## src/rtl/fft_frame_serializer_if.sv

```systemverilog
// Handshake bundle for the FFT frame serializer: wide frame in, one complex
// sample per transfer out.
interface fft_frame_serializer_if #(
  parameter int BIT_WIDTH = 32,
  parameter int N_SAMPLES = 8
);
  localparam int IDX_W = $clog2(N_SAMPLES);

  logic [2*BIT_WIDTH*N_SAMPLES-1:0] recv_msg;
  logic                             recv_val;
  logic                             recv_rdy;
  logic [2*BIT_WIDTH-1:0]           send_msg;
  logic [IDX_W-1:0]                 send_idx;
  logic                             send_last;
  logic                             send_val;
  logic                             send_rdy;

  modport slave (
    input  recv_msg, recv_val, send_rdy,
    output recv_rdy, send_msg, send_idx, send_last, send_val
  );

  modport master (
    output recv_msg, recv_val, send_rdy,
    input  recv_rdy, send_msg, send_idx, send_last, send_val
  );
endinterface

```

## src/rtl/fft_frame_serializer.sv

```systemverilog
// Captures one packed real/imag FFT frame and streams it out one complex
// sample per handshake, in natural or bit-reversed bin order.
//
// state   | meaning
// ST_IDLE | ready for a frame, no sample valid
// ST_SEND | presenting sample cnt (after optional bit reversal)
module fft_frame_serializer #(
  parameter int BIT_WIDTH   = 32,
  parameter int DECIMAL_PT  = 16,
  parameter int N_SAMPLES   = 8,
  parameter int BIT_REVERSE = 0
) (
  input  logic                  clk,
  input  logic                  reset,
  fft_frame_serializer_if.slave io_bus
);
  localparam int CW = $clog2(N_SAMPLES);

  generate
    if (N_SAMPLES < 2 || N_SAMPLES > 16 || (N_SAMPLES & (N_SAMPLES - 1)) != 0) begin : g_bad_n
      $error("N_SAMPLES must be a power of two in 2..16");
    end
    if (DECIMAL_PT < 0 || DECIMAL_PT > BIT_WIDTH) begin : g_bad_pt
      $error("DECIMAL_PT must lie within BIT_WIDTH");
    end
  endgenerate

  typedef enum logic {ST_IDLE, ST_SEND} state_t;

  state_t               r_state;
  logic [CW-1:0]        r_cnt;
  logic [BIT_WIDTH-1:0] r_buf [2*N_SAMPLES];

  logic [CW-1:0] w_k;
  logic          w_send;
  logic          w_at_last;

  function automatic logic [CW-1:0] bitrev(input logic [CW-1:0] v);
    logic [CW-1:0] r;
    r = '0;
    for (int b = 0; b < CW; b++) r[b] = v[CW-1-b];
    return r;
  endfunction

  assign w_k       = (BIT_REVERSE != 0) ? bitrev(r_cnt) : r_cnt;
  assign w_at_last = (r_cnt == CW'(N_SAMPLES - 1));
  // Outputs are forced quiet while reset is held, even before the first edge.
  assign w_send    = (r_state == ST_SEND) && !reset;

  assign io_bus.recv_rdy  = (r_state == ST_IDLE) && !reset;
  assign io_bus.send_val  = w_send;
  assign io_bus.send_last = w_send && w_at_last;
  assign io_bus.send_idx  = w_send ? w_k : '0;
  // N+k is just k with the top index bit set, since N is a power of two.
  assign io_bus.send_msg  = w_send ? {r_buf[{1'b1, w_k}], r_buf[{1'b0, w_k}]} : '0;

  always_ff @(posedge clk) begin
    if (reset) begin
      r_state <= ST_IDLE;
      r_cnt   <= '0;
      for (int i = 0; i < 2*N_SAMPLES; i++) r_buf[i] <= '0;
    end else begin
      case (r_state)
        ST_IDLE: begin
          if (io_bus.recv_val) begin
            for (int i = 0; i < 2*N_SAMPLES; i++)
              r_buf[i] <= io_bus.recv_msg[BIT_WIDTH*i +: BIT_WIDTH];
            r_cnt   <= '0;
            r_state <= ST_SEND;
          end
        end
        ST_SEND: begin
          if (io_bus.send_rdy) begin
            if (w_at_last) begin
              r_cnt   <= '0;
              r_state <= ST_IDLE;
            end else begin
              r_cnt <= r_cnt + 1'b1;
            end
          end
        end
        default: begin
          r_state <= ST_IDLE;
          r_cnt   <= '0;
        end
      endcase
    end
  end
endmodule
```

## src/flat_wrapper.sv

```systemverilog
// flat-port wrapper written by rule: the top's interface ports become plain ports
module fft_frame_serializer_flat 
#(
  parameter int BIT_WIDTH   = 32,
  parameter int DECIMAL_PT  = 16,
  parameter int N_SAMPLES   = 8,
  parameter int BIT_REVERSE = 0
)
  (clk, reset, io_bus_recv_msg, io_bus_recv_val, io_bus_send_rdy, io_bus_recv_rdy, io_bus_send_msg, io_bus_send_idx, io_bus_send_last, io_bus_send_val);
  fft_frame_serializer_if #(.BIT_WIDTH(BIT_WIDTH), .N_SAMPLES(N_SAMPLES)) io_bus_i ();
  input  logic clk;
  input  logic reset;
  input wire logic [$bits(io_bus_i.recv_msg)-1:0] io_bus_recv_msg;
  input wire logic [$bits(io_bus_i.recv_val)-1:0] io_bus_recv_val;
  input wire logic [$bits(io_bus_i.send_rdy)-1:0] io_bus_send_rdy;
  output wire logic [$bits(io_bus_i.recv_rdy)-1:0] io_bus_recv_rdy;
  output wire logic [$bits(io_bus_i.send_msg)-1:0] io_bus_send_msg;
  output wire logic [$bits(io_bus_i.send_idx)-1:0] io_bus_send_idx;
  output wire logic [$bits(io_bus_i.send_last)-1:0] io_bus_send_last;
  output wire logic [$bits(io_bus_i.send_val)-1:0] io_bus_send_val;
  assign io_bus_i.recv_msg = io_bus_recv_msg;
  assign io_bus_i.recv_val = io_bus_recv_val;
  assign io_bus_i.send_rdy = io_bus_send_rdy;
  assign io_bus_recv_rdy = io_bus_i.recv_rdy;
  assign io_bus_send_msg = io_bus_i.send_msg;
  assign io_bus_send_idx = io_bus_i.send_idx;
  assign io_bus_send_last = io_bus_i.send_last;
  assign io_bus_send_val = io_bus_i.send_val;
  fft_frame_serializer #(.BIT_WIDTH(BIT_WIDTH), .DECIMAL_PT(DECIMAL_PT), .N_SAMPLES(N_SAMPLES), .BIT_REVERSE(BIT_REVERSE)) u_core (.clk(clk), .reset(reset), .io_bus(io_bus_i));
endmodule
```

## config.mk

```make
export PLATFORM = sky130hd
export DESIGN_NAME = fft_frame_serializer_flat
export DESIGN_NICKNAME = d
export VERILOG_FILES = /design/src/rtl/fft_frame_serializer_if.sv /design/src/rtl/fft_frame_serializer.sv /design/src/flat_wrapper.sv
export SDC_FILE = /design/constraint.sdc
export NUM_CORES = 1
export LEC_CHECK = 0
export ABC_AREA = 1
export BUFFER_PORTS_ARGS = -buffer_cell sky130_fd_sc_hd__buf_2
export CORE_ASPECT_RATIO = 0.7
export CORE_MARGIN = 3
export CORE_UTILIZATION = 50
export CTS_CLUSTER_SIZE = 16
export DETAILED_ROUTE_END_ITERATION = 6
export GPL_ROUTABILITY_DRIVEN = 0
export PLACE_DENSITY = 0.77
export SLEW_MARGIN = 20
export SYNTH_ARGS = -nofsm -noshare
export SYNTH_HDL_FRONTEND = slang
export SYNTH_SLANG_ARGS = --single-unit
```

## constraint.sdc

```tcl
create_clock -name clk -period 32.4 [get_ports clk]
set_clock_uncertainty 0.15 [all_clocks]
set_input_delay 1.62 -clock clk [delete_from_list [all_inputs] [get_ports clk]]
set_output_delay 1.62 -clock clk [all_outputs]
set_load 0.01 [all_outputs]
```

; Yosys cells after proc, flatten, opt, wreduce, memory -nomap -nowiden
; Memory sizes are Yosys's and may differ from the RTL's. A register that Yosys moved wholly into a read port is not among the register bits.
; Cells that the tools add are included.
[op_classes]
bitwise = 17
shift = 0
n_mul = 0
addsub = 1
div = 0
n_reduce_logical = 5
mux = 35
n_lt_le_gt_ge = 0
eq_ne = 3
[ops]
columns = op, count
row1 = 32-bit 2-to-1 mux, 16
row2 = 64-bit 2-to-1 mux, 1
row3 = 4-bit 2-to-1 mux, 4
row4 = 1-bit bitwise OR, 16
row5 = 3-bit 2-to-1 mux, 4
row6 = 1-bit 2-to-1 mux, 8
row7 = 3-bit case mux with 2 select lines, 1
row8 = 2-bit != test (second input constant), 2
row9 = 3-bit by 1-bit adder with 3-bit output (second input constant), 1
row10 = 3-bit == test (second input constant), 1
row11 = 1-bit logical AND, 3
row12 = 1-bit case mux with 2 select lines, 1
row13 = 2-bit AND reduction, 1
row14 = 1-bit logical NOT, 1
row15 = 1-bit NOT, 1
[totals]
mem_bits_rw = 512
in_bits = 516
output_inout_bits = 70
reg_bits = 4
mem_bits_ro = 0
mem_count = 1
latchBits = 0
[mem_list]
columns = name, depth, width, read_ports, rd_clocked_by_memory_dff, write_ports, line
row1 = u_core.r_buf, 16, 32, 2, 2, 16, fft_frame_serializer.sv:32  ; logic [BIT_WIDTH-1:0] r_buf [2*N_SAMPLES];

; Depth between registers and ports, before layout
[depth]
depth_word = 6
mapped_depth = 9
mapped_depth_nobuf = 6

; Worst setup path after synthesis
; No wires, ideal clock.
[synth_path]
path_type = input -> register
startpoint = input reset
endpoint = memory u_core.r_buf[0][0] (enable)
required_time_ns = 28.622
arrival_time_ns = 10.217
path_stages = 4
path_slack_ns = 18.405
setup_time_ns = 3.628
n_path_buf = 2
cell_sequence = buf_2 > buf_2 > inv_1 > nand2_1
[synth_lines]
columns = element, line
row1 = from (decl), flat_wrapper.sv:12  ; input logic reset;
row2 = to (decl), fft_frame_serializer.sv:32

==> reports/metrics.csv <==
metric;value;unit
Critical Path Max Stage Delay;790;ps
first-pass GRT wire length;119000;um
r2r setup slk;28780;ps
min-delay worst type;reg -> reg;
Comb power frac;0.133;
Via Count;22166;
critical path data required time;30630;ps
Initial Util;0.512;
Num CTS Buffers;51;
Seq/Total Area, Yosys;0.573;
HPWL after DPL;55500;um
max_cap viols;0;
Final WS setup;26850;ps
CP Class;reg -> out;
Slew Limit Fails;0;
final cycle utilization of the critical path;0.171;
FILL cells;4690;
core area;0.0528;mm2
status;finished clean;
Clock transition at path regs;60;ps
pre-CTS WS;27290;ps
Max Clock Freq;0.180;GHz
Cells after DPL;4500;
Tmin final;5550;ps
Total GRT Usage;0.273;
Synth warnings;0;
unrepaired setup endpoints after global routing;no;
power share of the clock group;0.353;
routed wire length;80500;um
leak pwr;16.9;nW
Slowest-stage cell, CP;buf_4;
CTS Hold Buffers Added;0;
Worst Max-Slew Pin Slew;1220;ps
wire per inst;17.5;um
Buf/Inv on CP;3;
CTS Root Buffer Type;clkbuf_16;
Pint;1.18;mW
Clk Latency, worst-skew pair;570;ps
switching part of the total;0.260;
Port Buf Inserts;585;
Reg power frac;0.514;
endpoints failing setup;0;
WHS;380;ps
delay-heaviest family, CP;buffers and inverters;
DIE WIDTH;284;um
register bit total from synthesis;519;
Nets;4351;
DR DRC count;0;
vias in the first global route;20477;
IO Count;586;
layout cells sized above 1;0.175;
switching pwr;0.415;mW
multi-input gate area in the final layout;0.00656;mm2
Post-Synthesis Net Count;3859;
fin cells;4610;
Row Count;70;
CTS tree;done;
crit end category;output port;
setup TNS;0;ps
drt via density;4.81;
antenna violations before repair;19;
Hold Vio Cnt, Final;0;
unique cell type count in the Yosys netlist;17;
Power Dens Cells;50.6;mW/mm2
area delta synth->final;16.6;%
WP data arrival;3780;ps
grt ovf;0;
Die Ht;201;um
Mean Syn Cell Area;8.10;um2
post-CTS sizing;0;
synthesized cell area;0.0271;mm2
Clock H-tree levels;2;
Seq. cell area;0.0155;mm2
crit start category;flip-flop;
number of setup buffers added after CTS;0;
post-route antenna net violation count;0;
Die Area;0.0570;mm2
DRT Pass-1 Iters;6;
Peak VDD IR;38.8;uV
worst-path fanout max;74;
Synth Instances;3341;
clk buf depth;3;
CP Cell Sequence;buf_4 > buf_4 > nand2_1 > nand3_1 > nand3_1 > nand2_1 > nor2_1 > buf_2;
Worst slew margin;0.184;
CTS Sinks;519;
pin count of the biggest net entering global routing;220;
Detailed Route Iter0 Violations;2842;
## power groups by stage
stage | Clock (mW) | Combinational [mW] | Sequential [mW]
finish | 0.565 | 0.212 | 0.822
global route | 0.597 | 0.237 | 0.826
CTS | 0.571 | 0.210 | 0.821
detailed placement | 0 | 0.208 | 0.835
global placement | 0 | 0.205 | 0.833
floorplan | 0 | 0.131 | 0.855
## worst paths after layout
check                        from                   to  cells after the start
hold reg to reg   u_core.r_cnt[1]            flip-flop                      2
setup reg to reg   u_core.r_state   u_core.r_buf[4][0]                      5
setup / recovery        flip-flop  io_bus_send_msg[40]                      8
hold / removal    u_core.r_cnt[1]            flip-flop                      2
## flip-flops by register name, summed over array words and instances, names as in the netlist, named ones only
register        count
u_core.r_state      1
u_core.r_cnt        3
u_core.r_buf      512
## synthesized netlist by cell type
cell / count / area share
a21oi_1: 4 / 0.00074
buf_1: 6 / 0.00083
buf_2: 85 / 0.016
buf_4: 4 / 0.0011
buf_6: 52 / 0.022
clkbuf_1: 16 / 0.0022
dfxtp_1: 7 / 0.0052
edfxtp_1: 512 / 0.57
ha_1: 2 / 0.00092
inv_1: 1033 / 0.14
inv_4: 1 / 0.00023
nand2_1: 651 / 0.090
nand2_2: 1 / 0.00023
nand3_1: 321 / 0.059
nor2_1: 644 / 0.089
nor2_2: 1 / 0.00023
nor2_4: 1 / 0.00042
## final cells by class
type,instances,share of cell area
clock inverter,28,0.00492
timing repair buffer,602,0.0982
antenna,15,0.00119
multi-input combinational,1625,0.208
sequential,519,0.492
tap,720,0.0285
clock buffer,67,0.0440
inverter,1034,0.123
## through the flow
stage               total power [mW]  utilization  instance area [um2]
finish                          1.60        0.598                31600
floorplan                      0.987            -                27100
global route                    1.66        0.598                31600
detailed placement              1.04        0.568                30000
CTS                             1.60        0.597                31500
global placement                1.04        0.568                30000
## metal layers
metal	vias to the layer above	GRT usage	share of wire
met1	10049	0.405	0.43
met3	189	0.0605	0.11
met5	-	0	0.00051
met2	1192	0.395	0.43
met4	6	0.0929	0.034
li1	10730	-	-
## cells by family after synthesis
family	after synthesis	share of synthesized area
simple gates	1619	0.240
buf+inv	1197	0.185
fa+ha+maj	2	0.000925
compound gates	4	0.000740
flops	519	0.573
## cell usage in the layout, fill, tap and decap left out, drive strengths merged
cell type,n
a21oi,4
bufinv,1
nor2,646
nand2,652
inv,1034
clkinv,27
clkbuf,67
edfxtp,512
nand3,321
dfxtp,7
ha,2
buf,602
diode,15
## worst register-to-register path, stage by stage, from the launching register on
cell and delay (ps):
dfxtp_1 340, inv_1 150, nand2_1 120, nand2_4 520, buf_4 930, buf_12 690
(Power assumes the default switching activity.)
